### config.mk
export PLATFORM = sky130hd
export DESIGN_NAME = alu_seq
export DESIGN_NICKNAME = d
export VERILOG_FILES = /design/src/rtl/alu_seq.sv
export SDC_FILE = /design/constraint.sdc
export NUM_CORES = 1
export LEC_CHECK = 0
export BUFFER_PORTS_ARGS = -buffer_cell sky130_fd_sc_hd__clkbuf_2
export CELL_PAD_IN_SITES_DETAIL_PLACEMENT = 1
export CELL_PAD_IN_SITES_GLOBAL_PLACEMENT = 1
export CORE_MARGIN = 10
export CORE_UTILIZATION = 30
export DETAILED_ROUTE_END_ITERATION = 8
export MAX_ROUTING_LAYER = met4
export PLACE_DENSITY_LB_ADDON = 0.1
export SLEW_MARGIN = 25
export SYNTH_ARGS = -nofsm -noshare
export SYNTH_HDL_FRONTEND = slang
export SYNTH_SLANG_ARGS = --single-unit
### constraint.sdc
create_clock -name clock -period 2.05 [get_ports clock]
set_input_delay 0.41 -clock clock [delete_from_list [all_inputs] [get_ports clock]]
set_output_delay 0.41 -clock clock [all_outputs]
set_load 0.02 [all_outputs]
### src/rtl/alu_seq.sv
// Sequential ALU with start/done handshake; mul is shift-add and div/mod are restoring, each one step per cycle.
// `ALU_SEQ_MULDIV_EN enables the MUL/DIV states. Without it, opcodes 00100-01000 report error on the 1-cycle path.
module alu_seq #(
  parameter int WIDTH = 32
) (
  input  logic             clock,
  input  logic             reset,
  input  logic             start,
  input  logic [4:0]       opCode,
  input  logic [WIDTH-1:0] dataA,
  input  logic [WIDTH-1:0] dataB,
  output logic             busy,
  output logic             done,
  output logic [WIDTH-1:0] dataC,
  output logic             zero,
  output logic             overflow,
  output logic             error
);

  typedef enum logic [1:0] {
    IDLE = 2'd0,
    DONE = 2'd1
`ifdef ALU_SEQ_MULDIV_EN
    ,
    MUL  = 2'd2,
    DIV  = 2'd3
`endif
  } state_t;

  state_t           state_q, state_d;
  logic [WIDTH-1:0] dataC_q, dataC_d;
  logic             zero_q, zero_d;
  logic             ovf_q, ovf_d;
  logic             err_q, err_d;

  logic [WIDTH-1:0] sc_res;
  logic             sc_ovf, sc_err;
  logic [WIDTH:0]   add_w, sub_w;

  assign add_w = {1'b0, dataA} + {1'b0, dataB};
  assign sub_w = {1'b0, dataA} - {1'b0, dataB};

`ifdef ALU_SEQ_MULDIV_EN
  localparam int CW = $clog2(WIDTH + 1);
  logic [CW-1:0]      cnt_q, cnt_d;
  logic [2*WIDTH-1:0] acc_q, acc_d;
  logic [WIDTH-1:0]   a_q, a_d, b_q, b_d;
  logic               mod_q, mod_d;
  logic               sc_long;

  // acc holds {partial product, multiplier} for MUL and {remainder, quotient} for DIV
  logic [WIDTH:0]     mul_sum, div_sh, div_sub;
  logic [2*WIDTH-1:0] mul_nxt, div_nxt;
  logic               div_ge;

  assign mul_sum = {1'b0, acc_q[2*WIDTH-1:WIDTH]} + (acc_q[0] ? {1'b0, a_q} : '0);
  assign mul_nxt = {mul_sum, acc_q[WIDTH-1:1]};
  assign div_sh  = {acc_q[2*WIDTH-1:WIDTH], acc_q[WIDTH-1]};
  assign div_sub = div_sh - {1'b0, b_q};
  assign div_ge  = div_sh >= {1'b0, b_q};
  assign div_nxt = {(div_ge ? div_sub[WIDTH-1:0] : div_sh[WIDTH-1:0]), acc_q[WIDTH-2:0], div_ge};
`endif

  always_comb begin
    sc_res = '0;
    sc_ovf = 1'b0;
    sc_err = 1'b0;
`ifdef ALU_SEQ_MULDIV_EN
    sc_long = 1'b0;
`endif
    case (opCode)
      5'b00000, 5'b00001: begin sc_res = add_w[WIDTH-1:0]; sc_ovf = add_w[WIDTH]; end
      5'b00010, 5'b00011: begin sc_res = sub_w[WIDTH-1:0]; sc_ovf = sub_w[WIDTH]; end
`ifdef ALU_SEQ_MULDIV_EN
      5'b00100, 5'b00101: sc_long = 1'b1;
      5'b00110, 5'b00111, 5'b01000: begin
        if (dataB == '0) sc_err = 1'b1;
        else             sc_long = 1'b1;
      end
`endif
      5'b01001, 5'b01010: sc_res = WIDTH'(dataA < dataB);
      5'b10010, 5'b10011: sc_res = WIDTH'(dataA > dataB);
      5'b01011, 5'b01100: sc_res = dataA & dataB;
      5'b01101, 5'b01110: sc_res = dataA | dataB;
      5'b01111:           sc_res = ~dataA;
      5'b10000:           sc_res = (dataB >= WIDTH'(WIDTH)) ? '0 : dataA >> dataB;
      5'b10001:           sc_res = (dataB >= WIDTH'(WIDTH)) ? '0 : dataA << dataB;
      default:            sc_err = 1'b1;
    endcase
    sc_err = sc_err | sc_ovf;
  end

  always_comb begin
    state_d = state_q;
    dataC_d = dataC_q;
    zero_d  = zero_q;
    ovf_d   = ovf_q;
    err_d   = err_q;
`ifdef ALU_SEQ_MULDIV_EN
    cnt_d = cnt_q;
    acc_d = acc_q;
    a_d   = a_q;
    b_d   = b_q;
    mod_d = mod_q;
`endif
    case (state_q)
      IDLE: begin
        if (start) begin
`ifdef ALU_SEQ_MULDIV_EN
          a_d   = dataA;
          b_d   = dataB;
          mod_d = (opCode == 5'b01000);
          if (sc_long) begin
            cnt_d = CW'(WIDTH);
            if (opCode[4:1] == 4'b0010) begin
              state_d = MUL;
              acc_d   = {{WIDTH{1'b0}}, dataB};
            end else begin
              state_d = DIV;
              acc_d   = {{WIDTH{1'b0}}, dataA};
            end
          end else
`endif
          begin
            state_d = DONE;
            dataC_d = sc_res;
            zero_d  = (sc_res == '0);
            ovf_d   = sc_ovf;
            err_d   = sc_err;
          end
        end
      end
`ifdef ALU_SEQ_MULDIV_EN
      MUL: begin
        acc_d = mul_nxt;
        cnt_d = cnt_q - CW'(1);
        if (cnt_q == CW'(1)) begin
          state_d = DONE;
          dataC_d = mul_nxt[WIDTH-1:0];
          zero_d  = (mul_nxt[WIDTH-1:0] == '0);
          ovf_d   = |mul_nxt[2*WIDTH-1:WIDTH];
          err_d   = |mul_nxt[2*WIDTH-1:WIDTH];
        end
      end
      DIV: begin
        acc_d = div_nxt;
        cnt_d = cnt_q - CW'(1);
        if (cnt_q == CW'(1)) begin
          state_d = DONE;
          dataC_d = mod_q ? div_nxt[2*WIDTH-1:WIDTH] : div_nxt[WIDTH-1:0];
          zero_d  = mod_q ? (div_nxt[2*WIDTH-1:WIDTH] == '0) : (div_nxt[WIDTH-1:0] == '0);
          ovf_d   = 1'b0;
          err_d   = 1'b0;
        end
      end
`endif
      DONE:    state_d = IDLE;
      default: state_d = IDLE;
    endcase
  end

  always_ff @(posedge clock or posedge reset) begin
    if (reset) begin
      state_q <= IDLE;
      dataC_q <= '0;
      zero_q  <= 1'b0;
      ovf_q   <= 1'b0;
      err_q   <= 1'b0;
`ifdef ALU_SEQ_MULDIV_EN
      cnt_q   <= '0;
      acc_q   <= '0;
      a_q     <= '0;
      b_q     <= '0;
      mod_q   <= 1'b0;
`endif
    end else begin
      state_q <= state_d;
      dataC_q <= dataC_d;
      zero_q  <= zero_d;
      ovf_q   <= ovf_d;
      err_q   <= err_d;
`ifdef ALU_SEQ_MULDIV_EN
      cnt_q   <= cnt_d;
      acc_q   <= acc_d;
      a_q     <= a_d;
      b_q     <= b_d;
      mod_q   <= mod_d;
`endif
    end
  end

  assign busy     = (state_q != IDLE);
  assign done     = (state_q == DONE);
  assign dataC    = dataC_q;
  assign zero     = zero_q;
  assign overflow = ovf_q;
  assign error    = err_q;

endmodule

== Yosys cells after proc, flatten, opt, wreduce, memory -nomap -nowiden ==
Index checks and enable logic that the tools add are counted.

* $add $sub $neg: 2
* Multipliers: 0
* Divide/modulo/power cells: 0
* $lt $le $gt $ge: 3
* Equal/unequal tests: 16
* Shift-type cells: 2
* Multiplexer cells: 7
* Bitwise logic cells: 4
* Reduce and logical (&&, ||, !) cells: 12

{| class="wikitable"
|+ Operators by type and width
! operator !! number
|-
| $pmux W32 S9 || 1
|-
| $mux W32 || 2
|-
| $eq A5 B4 Y1 const B || 7
|-
| $add A32 B32 Y33 || 1
|-
| $sub A32 B32 Y33 || 1
|-
| $and A32 B32 Y32 || 1
|-
| $ge A32 B6 Y1 const B || 1
|-
| $gt A32 B32 Y1 || 1
|-
| $logic_not A32 Y1 || 1
|-
| $lt A32 B32 Y1 || 1
|-
| $not A32 Y32 || 1
|-
| $or A32 B32 Y32 || 1
|-
| $shl A32 B32 Y32 || 1
|-
| $shr A32 B32 Y32 || 1
|-
| $eq A5 B5 Y1 const B || 4
|-
| $reduce_or A15 Y1 || 1
|-
| $reduce_or A2 Y1 || 6
|-
| $eq A5 B2 Y1 const B || 2
|-
| $eq A5 B1 Y1 const B || 1
|-
| $logic_not A5 Y1 || 1
|-
| $mux W2 || 2
|-
| $eq A2 B1 Y1 const B || 1
|-
| $logic_not A2 Y1 || 1
|-
| $ne A2 B2 Y1 const B || 1
|-
| other kinds (5) || 5
|}

* Bits in registers: 37
* Bits in latches: 0
* Bits in writable memories: 0
* Bits in read-only memories: 0
* Input port bits: 72
* Word-level logic and storage cells: 51
* Memories: 0

== Longest topological paths before layout ==
* Depth after elaboration: 4
* Gate-level depth with buffers: 19

== Worst setup path before layout ==
OpenSTA, ideal clock, no wires.

* Path kind: input port to flip-flop
* Start: input dataB[2]
* End: register zero_q, in the netlist zero
* Setup time: 104 ps
* Data arrival time: 4,551 ps
* Required time: 1,946 ps
* Path slack: -2,604 ps
* Stages on the path: 18
* Cell sequence: buf_4 clkinv_1 buf_2 buf_1 clkbuf_1 ha_1 clkbuf_1 a211oi_1 nor2_1 a221o_1 a221o_1 a31oi_1 nand4_1 nor4b_1 nand4_1 nor4_2 nand4_1 o41ai_2

* Word-level cells in the longest chain between the ends: 4
* Elaborated cells on any way between the ends: 13
* Those cells by class: add/sub: 2; order compare: 3; shift: 2; mux: 3; bitwise: 2; reduce/logical: 1

{| class="wikitable"
|+ RTL lines
! what !! RTL line !! source
|-
| start, declared || 11 || <nowiki>input logic [WIDTH-1:0] dataB,</nowiki>
|-
| $ge A32 B6 Y1, or another cell as far along || 86, 87 ||
|-
| $mux W32 (on tied branches) || 87, 86 ||
|-
| $pmux W32 S9 (*) || 71 || <nowiki>case (opCode)</nowiki>
|-
| $logic_not A32 Y1 (*) || 127 || <nowiki>zero_d = (sc_res == '0);</nowiki>
|-
| end signal, assigned || 179 || <nowiki>zero_q <= zero_d;</nowiki>
|-
| end, declared || 32 || <nowiki>logic zero_q, zero_d;</nowiki>
|}

Every way passes the cells marked *; elsewhere a longest branch is shown, timed or not.
A chain may end at the register's enable or synchronous reset.

== Worst setup path after layout ==
Same ends and word-level chain as after synthesis.

==> results by group <==
Run status
  – Outcome: complete, but fails checks
  – Violated checks: setup timing

Worst setup path
  – Peak fanout along the critical path: 4
  – Worst Reg-to-Reg Cells: 11
  – Critical path type: in2reg
  – WP data arrival: 3850 ps
  – Worst Setup Start Kind: primary input
  – Start point of the critical path: dataB[2]
  – R2R setup slack: -680 ps
  – R2r endpoint: zero$_DFFE_PP0P_
  – Critical path capture point type: flip-flop
  – Worst path required time: 2220 ps
  – Critical R2R Launch: state_q[0]$_DFFE_PP0P_

Clock network
  – Clock Root Buffer: clkbuf_16
  – H-tree Lvls: 2
  – CTS Buffer Depth: 2
  – Clock-pin slew on the worst setup and hold paths: 50 ps
  – CTS buffer count: 5
  – CTS tree: done
  – # clock sinks: 36
  – Worst skew pair latency: 280 ps

Pwr
  – Total power: 7.24 mW
  – Clock Power Share: 11.8%
  – Switch share: 45.3%
  – Share of power burned in registers: 11.8%
  – Sw power: 3.28 mW
  – Comb pwr share: 76.5%
  – Cell Int Power: 3.96 mW
  – Worst vdd ir: 521 µV
  – Power density over the cells: 368 nW/µm²
  – P_leak: 8.83 nW

Floorplan
  – Row cnt: 68
  – IO Pins: 109
  – Core ar.: 34700 µm²
  – Initial Util: 30.6%
  – Die ar.: 43300 µm²
  – Die height: 208 µm
  – DIE WIDTH: 208 µm

Synthesis
  – Async SR Flop Fraction: 100%
  – Unique masters post-synth: 76
  – Count leader, synth: nand2_1
  – Post-synthesis register bit count: 36
  – Commonest cells post-synth: 125 x nand2_1, 112 x nor2_1, 96 x ha_1, 95 x inv_1, 93 x a21oi_1
  – Cells after Synth: 1416
  – Synthesized cell area: 10600 µm²
  – Dominant cell type by area after synthesis: ha_1
  – Area contributors post-synth: ha_1 11%, mux4_2 8.9%, dfrtp_1 8.5%
  – Yosys warns: 0
  – Synth Net Count: 1586
  – Mean post-synth cell area: 7.50 µm²
  – Top-area cell type share of the netlist area: 11.3%
  – Sequential fraction of the synthesis area: 8.49%
  – Ys flop type: dfrtp_1
  – Number of flops mapped to enable cells by yosys: 0

Finish
  – Antenna cells: 0
  – Final Core Density: 56.7%
  – Net count, final: 2268
  – Area grow syn2layout: 85.3%
  – Layout cells sized above 1: 57.9%

Drt
  – Total number of vias: 15600
  – Metal3 WL: 6.00 mm
  – Average wire per standard cell: 29.4 µm
  – Via/cell ratio: 6.11
  – DRC: 0
  – Met2 wire len: 33.6 mm
  – Top sig layer: met4
  – DRT iter0 DRCs: 1462
  – WL final: 75.2 mm
  – First drt pass iteration count: 5
  – Detail Route Antenna Nets: 0
  – WL met1: 30.5 mm

GRT
  – Largest net degree at the start of global routing: 50
  – GR Overflow Total: 0
  – Global-route wire length before repair: 105 mm
  – Gr usage total: 32.3%
  – Initial antenna violation count: 0
  – Vias in the first global route: 15700

Placed design
  – Routability cong.: 0.990
  – DP Wirelength: 57.9 mm
  – Input/output buffers: 108

STA
  – Peak Freq: 272 MHz
  – TNS Setup: -30690 ps
  – RSZ-0062 raised after global routing: true
  – Least-Margin Pin Slew: 641 ps
  – Final setup violation count: 35
  – Slew Limit Fails: 0
  – Post-route setup slack: -1630 ps
  – Fin crit share: 180%
  – Worst rel slew slack: 56.9%
  – Final min period: 3680 ps
  – Endpoints failing hold: 0
  – Fin Clk Skew: 3.31 ps

Hold path
  – Hold WC Path Type: in2async

Flow run
  – Maxcap violations: 0
[critical path: stages]
cell and delay (ps):
clkbuf_16 120, clkinv_8 50, ha_4 270, buf_12 100, a211oi_4 70, buf_6 140
buf_6 110, buf_6 100, o211ai_1 290, nand3_2 150, buf_6 160, a211oi_4 300
nand2b_4 190, buf_6 100, nand2_4 50, o211ai_1 100, o311ai_2 180, nor4_1 350
nand4_1 230, o41ai_2 370
[final cells by class]
cell class / count / area [µm²]
Fill cell: 4074 / 15000
Multi-Input combinational cell: 1157 / 11000
Timing Repair Buffer: 799 / 6590
Sequential cell: 36 / 901
Tap cell: 455 / 569
Inverter: 99 / 427
Clock buffer: 6 / 129
Clock inverter: 2 / 35.0
[stage by stage]
stage	std cells	hold WS (ps)	setup WS [ps]	cell area [µm²]
after floorplan	1416	577	-1840	11100
after global placement	2447	454	-2010	16100
after detailed placement	2447	475	-2070	16100
after CTS	2522	250	-1510	18400
after global routing	2554	279	-1690	19700
final	2554	218	-1630	19700
[state kept, by name, indices dropped and copies added, names as in the netlist]
signal / count
overflow: 1
zero: 1
dataC: 32
error: 1
state_q: 1
[power by group through the flow]
stage	clock, mW	sequential [mW]	combinational, mW
floorplan	0	0.968	1.98
global placement	0	0.858	4.23
detailed placement	0	0.865	4.28
CTS	0.860	0.853	4.92
global route	0.888	0.863	5.76
finish	0.851	0.851	5.53
[placed cells by master, fill, tap and decap left out, drive strengths merged, types with 16 or more instances in the layout]
| cell | n |
|---|---|
| nor4 | 16 |
| mux2 | 24 |
| nor2 | 112 |
| xnor2 | 16 |
| mux2i | 77 |
| a31oi | 28 |
| o211ai | 21 |
| a211oi | 36 |
| nand2b | 18 |
| o22ai | 33 |
| o21ai | 85 |
| ha | 96 |
| buf | 697 |
| nand2 | 125 |
| a21oi | 93 |
| mux4 | 51 |
| nand3 | 25 |
| nor3 | 36 |
| clkbuf | 107 |
| nand4 | 19 |
| dfrtp | 36 |
| nor2b | 20 |
| inv | 95 |
[repair_timing]
item | in CTS | in global routing
gates cloned | 4 | 0
pin swaps | 79 | 156
hold buffers | 0 | 0
buffers inserted | 70 | 73
gates resized for setup | 332 | 233
setup endpoints to repair | 35 | 35
hold endpoints to repair | 0 | 0
[worst max path at each step]
stage | end | slack (ps) | depth (start not counted)
3_3_place_gp | zero$_DFFE_PP0P_ | -2010 | 16
3_5_place_dp | zero$_DFFE_PP0P_ | -2070 | 16
2_1_floorplan | zero$_DFFE_PP0P_ | -1840 | 19
6_report | zero$_DFFE_PP0P_ | -1630 | 20
5_1_grt | zero$_DFFE_PP0P_ | -1690 | 19
4_1_cts | zero$_DFFE_PP0P_ | -1510 | 14
[cell families after synthesis]
group / share of synthesized area [%]
AO/OA/AOI/OAI: 28.8
XOR/XNOR: 1.65
adder cells (fa/ha/maj): 11.7
buffers and inverters: 8.74
flip-flops: 8.49
multiplexers: 20.9
AND/OR/NAND/NOR: 19.7
[layer usage]
| layer | global-route usage [%] | vias up |
|---|---|---|
| li1 | - | 6691 |
| met1 | 41.0 | 7691 |
| met2 | 49.6 | 906 |
| met3 | 4.84 | 305 |
| met4 | 14.8 | 0 |
| met5 | - | - |
No activity file was read; power rests on OpenSTA's default activity.
